--- src/rtl/ram_bus_arbiter.sv ---
// Byte-wide RAM/IO bus sequencer shared by the instruction fetcher and the load/store buffer.
// States: IDLE = arbitrate | READ = issue/capture read beats | WRITE = issue store beats | DONE = one-cycle done pulse
module ram_bus_arbiter #(
  parameter int         ID_WIDTH     = 4,
  parameter int         STARVE_LIMIT = 4,
  parameter logic [1:0] IO_PREFIX    = 2'b11
) (
  input  logic                clk,
  input  logic                rst,
  input  logic                rdy,
  input  logic                flush,
  input  logic                io_buffer_full,
  input  logic                fet_req,
  input  logic [31:0]         fet_addr,
  input  logic                lsb_req,
  input  logic                lsb_wr,
  input  logic [1:0]          lsb_size,
  input  logic                lsb_signed,
  input  logic [31:0]         lsb_addr,
  input  logic [31:0]         lsb_wdata,
  input  logic [ID_WIDTH-1:0] lsb_id,
  input  logic [7:0]          mem_din,
  output logic                fet_done,
  output logic [31:0]         fet_data,
  output logic [31:0]         fet_done_addr,
  output logic                lsb_done,
  output logic [31:0]         lsb_rdata,
  output logic [ID_WIDTH-1:0] lsb_done_id,
  output logic                busy,
  output logic [31:0]         mem_a,
  output logic [7:0]          mem_dout,
  output logic                mem_wr
);

  localparam int SW = $clog2(STARVE_LIMIT + 1);

  typedef enum logic [1:0] {IDLE, READ, WRITE, DONE} state_t;

  function automatic logic is_io(input logic [31:0] a);
    return a[17:16] == IO_PREFIX;
  endfunction

  function automatic logic [2:0] beats(input logic [1:0] sz);
    case (sz)
      2'd0:    return 3'd1;
      2'd1:    return 3'd2;
      default: return 3'd4;
    endcase
  endfunction

  function automatic logic [31:0] extend(input logic [31:0] d, input logic [2:0] n,
                                         input logic sgn);
    case (n)
      3'd1:    return {{24{sgn & d[7]}}, d[7:0]};
      3'd2:    return {{16{sgn & d[15]}}, d[15:0]};
      default: return d;
    endcase
  endfunction

  state_t              state_q, state_d;
  logic [SW-1:0]       starve_q, starve_d;
  logic [2:0]          cnt_q, cnt_d;
  logic [2:0]          n_q, n_d;
  logic                is_fet_q, is_fet_d;
  logic                signed_q, signed_d;
  logic [31:0]         addr_q, addr_d;
  logic [31:0]         wdata_q, wdata_d;
  logic [ID_WIDTH-1:0] id_q, id_d;
  logic [31:0]         buf_q, buf_d;
  logic [31:0]         mem_a_q, mem_a_d;
  logic [7:0]          mem_dout_q, mem_dout_d;
  logic                wr_q, wr_d;
  logic                fet_done_q, fet_done_d;
  logic [31:0]         fet_data_q, fet_data_d;
  logic [31:0]         fet_done_addr_q, fet_done_addr_d;
  logic                lsb_done_q, lsb_done_d;
  logic [31:0]         lsb_rdata_q, lsb_rdata_d;
  logic [ID_WIDTH-1:0] lsb_done_id_q, lsb_done_id_d;
  logic                busy_q, busy_d;

  logic        starve_hit;
  logic        grant_lsb;
  logic [31:0] beat_addr;
  logic [31:0] next_addr;
  logic [2:0]  cap_idx;

  assign starve_hit = starve_q == SW'(STARVE_LIMIT);
  assign grant_lsb  = lsb_req && !(fet_req && starve_hit);
  assign beat_addr  = addr_q + {29'd0, cnt_q};
  assign next_addr  = beat_addr + 32'd1;
  // cnt_q counts addresses already put on the bus; mem_din holds the previous one
  assign cap_idx    = cnt_q - 3'd1;

  always_comb begin
    state_d         = state_q;
    starve_d        = starve_q;
    cnt_d           = cnt_q;
    n_d             = n_q;
    is_fet_d        = is_fet_q;
    signed_d        = signed_q;
    addr_d          = addr_q;
    wdata_d         = wdata_q;
    id_d            = id_q;
    buf_d           = buf_q;
    mem_a_d         = 32'd0;
    mem_dout_d      = 8'd0;
    wr_d            = 1'b0;
    fet_done_d      = 1'b0;
    fet_data_d      = fet_data_q;
    fet_done_addr_d = fet_done_addr_q;
    lsb_done_d      = 1'b0;
    lsb_rdata_d     = lsb_rdata_q;
    lsb_done_id_d   = lsb_done_id_q;

    case (state_q)
      IDLE: begin
        if (!flush && (lsb_req || fet_req)) begin
          cnt_d = 3'd0;
          buf_d = 32'd0;
          if (grant_lsb) begin
            if (fet_req) starve_d = starve_q + SW'(1);
            is_fet_d = 1'b0;
            addr_d   = lsb_addr;
            n_d      = beats(lsb_size);
            signed_d = lsb_signed;
            wdata_d  = lsb_wdata;
            id_d     = lsb_id;
            if (lsb_wr) begin
              state_d = WRITE;
              if (!(is_io(lsb_addr) && io_buffer_full)) begin
                wr_d       = 1'b1;
                mem_a_d    = lsb_addr;
                mem_dout_d = lsb_wdata[7:0];
                cnt_d      = 3'd1;
              end
            end else begin
              state_d = READ;
              mem_a_d = lsb_addr;
            end
          end else begin
            starve_d = '0;
            is_fet_d = 1'b1;
            addr_d   = fet_addr;
            n_d      = 3'd4;
            signed_d = 1'b0;
            state_d  = READ;
            mem_a_d  = fet_addr;
          end
        end
      end

      READ: begin
        if (flush) begin
          state_d = IDLE;
        end else begin
          if (cnt_q != 3'd0) buf_d[{cap_idx[1:0], 3'b000} +: 8] = mem_din;
          if (cnt_q == n_q) begin
            state_d = DONE;
            if (is_fet_q) begin
              fet_done_d      = 1'b1;
              fet_data_d      = buf_d;
              fet_done_addr_d = addr_q;
            end else begin
              lsb_done_d    = 1'b1;
              lsb_rdata_d   = extend(buf_d, n_q, signed_q);
              lsb_done_id_d = id_q;
            end
          end else begin
            cnt_d = cnt_q + 3'd1;
            if (cnt_q + 3'd1 < n_q) mem_a_d = next_addr;
          end
        end
      end

      WRITE: begin
        // Stores are already committed, so flush is deliberately not looked at here
        if (cnt_q == n_q) begin
          state_d       = DONE;
          lsb_done_d    = 1'b1;
          lsb_rdata_d   = 32'd0;
          lsb_done_id_d = id_q;
        end else if (!(is_io(beat_addr) && io_buffer_full)) begin
          wr_d       = 1'b1;
          mem_a_d    = beat_addr;
          mem_dout_d = wdata_q[{cnt_q[1:0], 3'b000} +: 8];
          cnt_d      = cnt_q + 3'd1;
        end
      end

      default: state_d = IDLE;
    endcase

    busy_d = state_d != IDLE;
  end

  always_ff @(posedge clk) begin
    if (rst) begin
      state_q         <= IDLE;
      starve_q        <= '0;
      cnt_q           <= 3'd0;
      n_q             <= 3'd0;
      is_fet_q        <= 1'b0;
      signed_q        <= 1'b0;
      addr_q          <= 32'd0;
      wdata_q         <= 32'd0;
      id_q            <= '0;
      buf_q           <= 32'd0;
      mem_a_q         <= 32'd0;
      mem_dout_q      <= 8'd0;
      wr_q            <= 1'b0;
      fet_done_q      <= 1'b0;
      fet_data_q      <= 32'd0;
      fet_done_addr_q <= 32'd0;
      lsb_done_q      <= 1'b0;
      lsb_rdata_q     <= 32'd0;
      lsb_done_id_q   <= '0;
      busy_q          <= 1'b0;
    end else if (rdy) begin
      state_q         <= state_d;
      starve_q        <= starve_d;
      cnt_q           <= cnt_d;
      n_q             <= n_d;
      is_fet_q        <= is_fet_d;
      signed_q        <= signed_d;
      addr_q          <= addr_d;
      wdata_q         <= wdata_d;
      id_q            <= id_d;
      buf_q           <= buf_d;
      mem_a_q         <= mem_a_d;
      mem_dout_q      <= mem_dout_d;
      wr_q            <= wr_d;
      fet_done_q      <= fet_done_d;
      fet_data_q      <= fet_data_d;
      fet_done_addr_q <= fet_done_addr_d;
      lsb_done_q      <= lsb_done_d;
      lsb_rdata_q     <= lsb_rdata_d;
      lsb_done_id_q   <= lsb_done_id_d;
      busy_q          <= busy_d;
    end
  end

  assign fet_done      = fet_done_q;
  assign fet_data      = fet_data_q;
  assign fet_done_addr = fet_done_addr_q;
  assign lsb_done      = lsb_done_q;
  assign lsb_rdata     = lsb_rdata_q;
  assign lsb_done_id   = lsb_done_id_q;
  assign busy          = busy_q;
  assign mem_a         = mem_a_q;
  assign mem_dout      = mem_dout_q;
  assign mem_wr        = wr_q & rdy;

endmodule

--- config.mk ---
export PLATFORM = sky130hd
export DESIGN_NAME = ram_bus_arbiter
export DESIGN_NICKNAME = d
export VERILOG_FILES = /design/src/rtl/ram_bus_arbiter.sv
export SDC_FILE = /design/constraint.sdc
export NUM_CORES = 1
export LEC_CHECK = 0
export BUFFER_PORTS_ARGS = -buffer_cell sky130_fd_sc_hd__buf_2
export CAP_MARGIN = 20
export CORE_MARGIN = 1.5
export CORE_UTILIZATION = 55
export CTS_BUF_LIST = sky130_fd_sc_hd__clkbuf_16
export DETAILED_ROUTE_END_ITERATION = 10
export PLACE_DENSITY = 0.8
export SYNTH_ARGS = -nofsm -noshare
export SYNTH_HDL_FRONTEND = slang
export SYNTH_SLANG_ARGS = --single-unit
--- constraint.sdc ---
create_clock -name clk -period 4.8 [get_ports clk]
set_input_delay 0.48 -clock clk [delete_from_list [all_inputs] [get_ports clk]]
set_output_delay 0.48 -clock clk [all_outputs]
set_load 0.05 [all_outputs]
==> metrics.txt <==
cell count after synthesis 1601; sequential share of the synthesized area 0.409; drt wl/cell 19.7 um; setup violators final 0; Worst Skew 0.00545 ns; Overflow after GRT 0; initial antenna violation count 4; setup bufs post-CTS 0; Area growth syn-to-layout 18.5%; Rel. slew slack 0.294; startpoint class of the critical path register; Antenna Violating Nets Remaining 0; starting density of the core 0.558; vias in the first global route 12200; final setup TNS 0 ns; Req. time, crit path 5.21 ns; NumNets Final 1944; Power per Cell Area 325 nW/um2; most frequent cells in the layout nand2_1 (262), buf_2 (261), dfxtp_1 (257); number of CTS-inserted buffers 27; Max Slew Vio Count 0; IO Pins 263; Resized Gates After CTS 0; Net Switching 1.31 mW; Hold-fix buffers, CTS 0; Final Total Pwr 4.85 mW; Yosys Warn Count 0; register-to-register setup slack 0.63 ns; Worst-path clk slew 0.06 ns; clk buf depth 3; DIE WIDTH 154 um; worst setup margin 0.628 ns; period utilisation layout 0.869; Non-Filler Instances 2111; post-layout util 0.661; VDD IR max 255 uV; cell area after layout 14900 um2; DR iter-0 viols 1101; Detailed Routing Iterations Pass 1 5; core area 22600 um2; mapped cell area 12600 um2; status completed; first-pass GRT wire length 65400 um; most common cell after layout, fill and taps aside nand2_1; Die Footprint 23800 um2; Synth cell types 81; FP Rows 55; Root Driver clkbuf_16; Final Wtd Congestion 0.988; Comb power frac 0.115; Final Hold Violating Endpoints 0; clk_lat worst skew 0.53 ns; CTS tree built; layout cells sized above 1 0.200; HP Class in2reg; Avg Inst Size Synth 7.87 um2; Synthesized Nets 1741; port bufs 262; Top FF cell, synth dfxtp_1; CTS H-tree lvls 1; Vias/cell 6.08; internal power 3.54 mW; chip height 154 um; Sw Ratio 0.270; worst-margin pin slew 1.06 ns; Pleak 5.81 nW; All-Layer GR Usage 0.340; residual DRC count 0; Final min period 4.17 ns; Worst Hold Slack 0.183 ns; fmax 240 MHz; register bit total from synthesis 257; Reg power frac 0.466; crit path kind reg2reg; worst slack, placed 0.762 ns; Vias 12800; DP Area 14000 um2; CTS sink cnt 257; CP endpoint kind register; Synth async-reset ratio 0; largest net degree at the start of global routing 101; detailed placer's ending HPWL 29200 um; RSZ-0062 raised after global routing no; clock group share of total power 0.419; Post-Place Cells 2058; CP max FO 8; max-cap violation count 0; EDFF count, synth 0; routed wire length 41700 um; Data arrival, critical path 4.58 ns
## critical path, stage by stage (launching register included)
cell and delay [ns]:
dfxtp_1 0.35, ha_1 0.24, inv_1 0.07, fa_1 0.43, nand2b_2 0.31, a2111oi_0 0.45
o21ai_0 0.18, a21oi_1 0.39, and4bb_1 0.39, or3b_1 0.52, or4_1 0.44, a31oi_1 0.20
nor3_1 0.06
## cells by family (layout without fill, tap and decap cells)
logic type,Yosys count,in the layout,synth area share
simple gates,636,636,0.224
other cells,0,3,0
flops,257,257,0.409
fa+ha+maj,21,21,0.0215
xor+xnor,51,51,0.0355
compound gates,489,489,0.251
buf+inv,135,357,0.0415
mux,12,12,0.0175
## Yosys cell counts, drive strengths merged, types with 11 or more instances
cell type  number  area (um2)
xor2           20         175
xnor2          31         272
nand2         263         990
nor3           57         285
nand4          11        68.8
dfxtp         257        5140
nand2b         12        77.6
a211oi         52         395
nor2          197         742
nand3          23         128
a21boi         21         158
clkbuf        103         388
o21ai          72         360
inv            18        67.6
buf            14        67.6
a21oi         182         922
a22o           27         236
ha             20         250
a22oi          66         500
o221ai         12         105
## routing by layer
layer / share of wire / vias up / track usage
met5: 0.00017 / - / 0
met4: 0.046 / 2 / 0.158
met3: 0.076 / 111 / 0.0580
met2: 0.47 / 582 / 0.579
met1: 0.40 / 6049 / 0.422
li1: - / 6101 / -
## flip-flops by register name, summed over array words and instances, names as in the netlist
name	cells
busy	1
starve_q	3
addr_q	32
mem_dout	8
fet_done	1
buf_q	32
fet_done_addr	32
n_q	3
signed_q	1
wdata_q	32
state_q	2
lsb_done_id	4
cnt_q	3
is_fet_q	1
lsb_rdata	32
mem_a	32
id_q	4
lsb_done	1
fet_data	32
wr_q	1
## power groups by stage
stage / Combinational, mW / Clock, mW / Sequential (mW)
after CTS: 0.546 / 2.05 / 2.25
after global placement: 0.537 / 0 / 2.30
final: 0.557 / 2.03 / 2.26
after floorplan: 0.329 / 0 / 2.31
after detailed placement: 0.542 / 0 / 2.30
after global routing: 0.602 / 2.13 / 2.26
## path summary, 6_finish.rpt
path                                               end              startpoint  depth (start not counted)
worst max-delay path            mem_a[31]$_SDFFE_PP0P_  addr_q[0]$_SDFFE_PP0P_                         12
worst min-delay path              id_q[3]$_SDFFE_PP0P_               lsb_id[3]                          3
worst max register to register  mem_a[31]$_SDFFE_PP0P_  addr_q[0]$_SDFFE_PP0P_                         12
worst min register to register  mem_a[11]$_SDFFE_PP0P_  mem_a[11]$_SDFFE_PP0P_                          2
## final cells by class
cell class	instances	area [um2]
fillers	1954	7640
multi-input cells	1209	6950
flip-flops and latches	257	5140
repair buffers	291	1560
clock buffers	27	676
well taps	285	357
clock inverters	21	174
inverters	18	67.6
diodes	3	7.51
No activity file was read; power rests on OpenSTA's default activity.
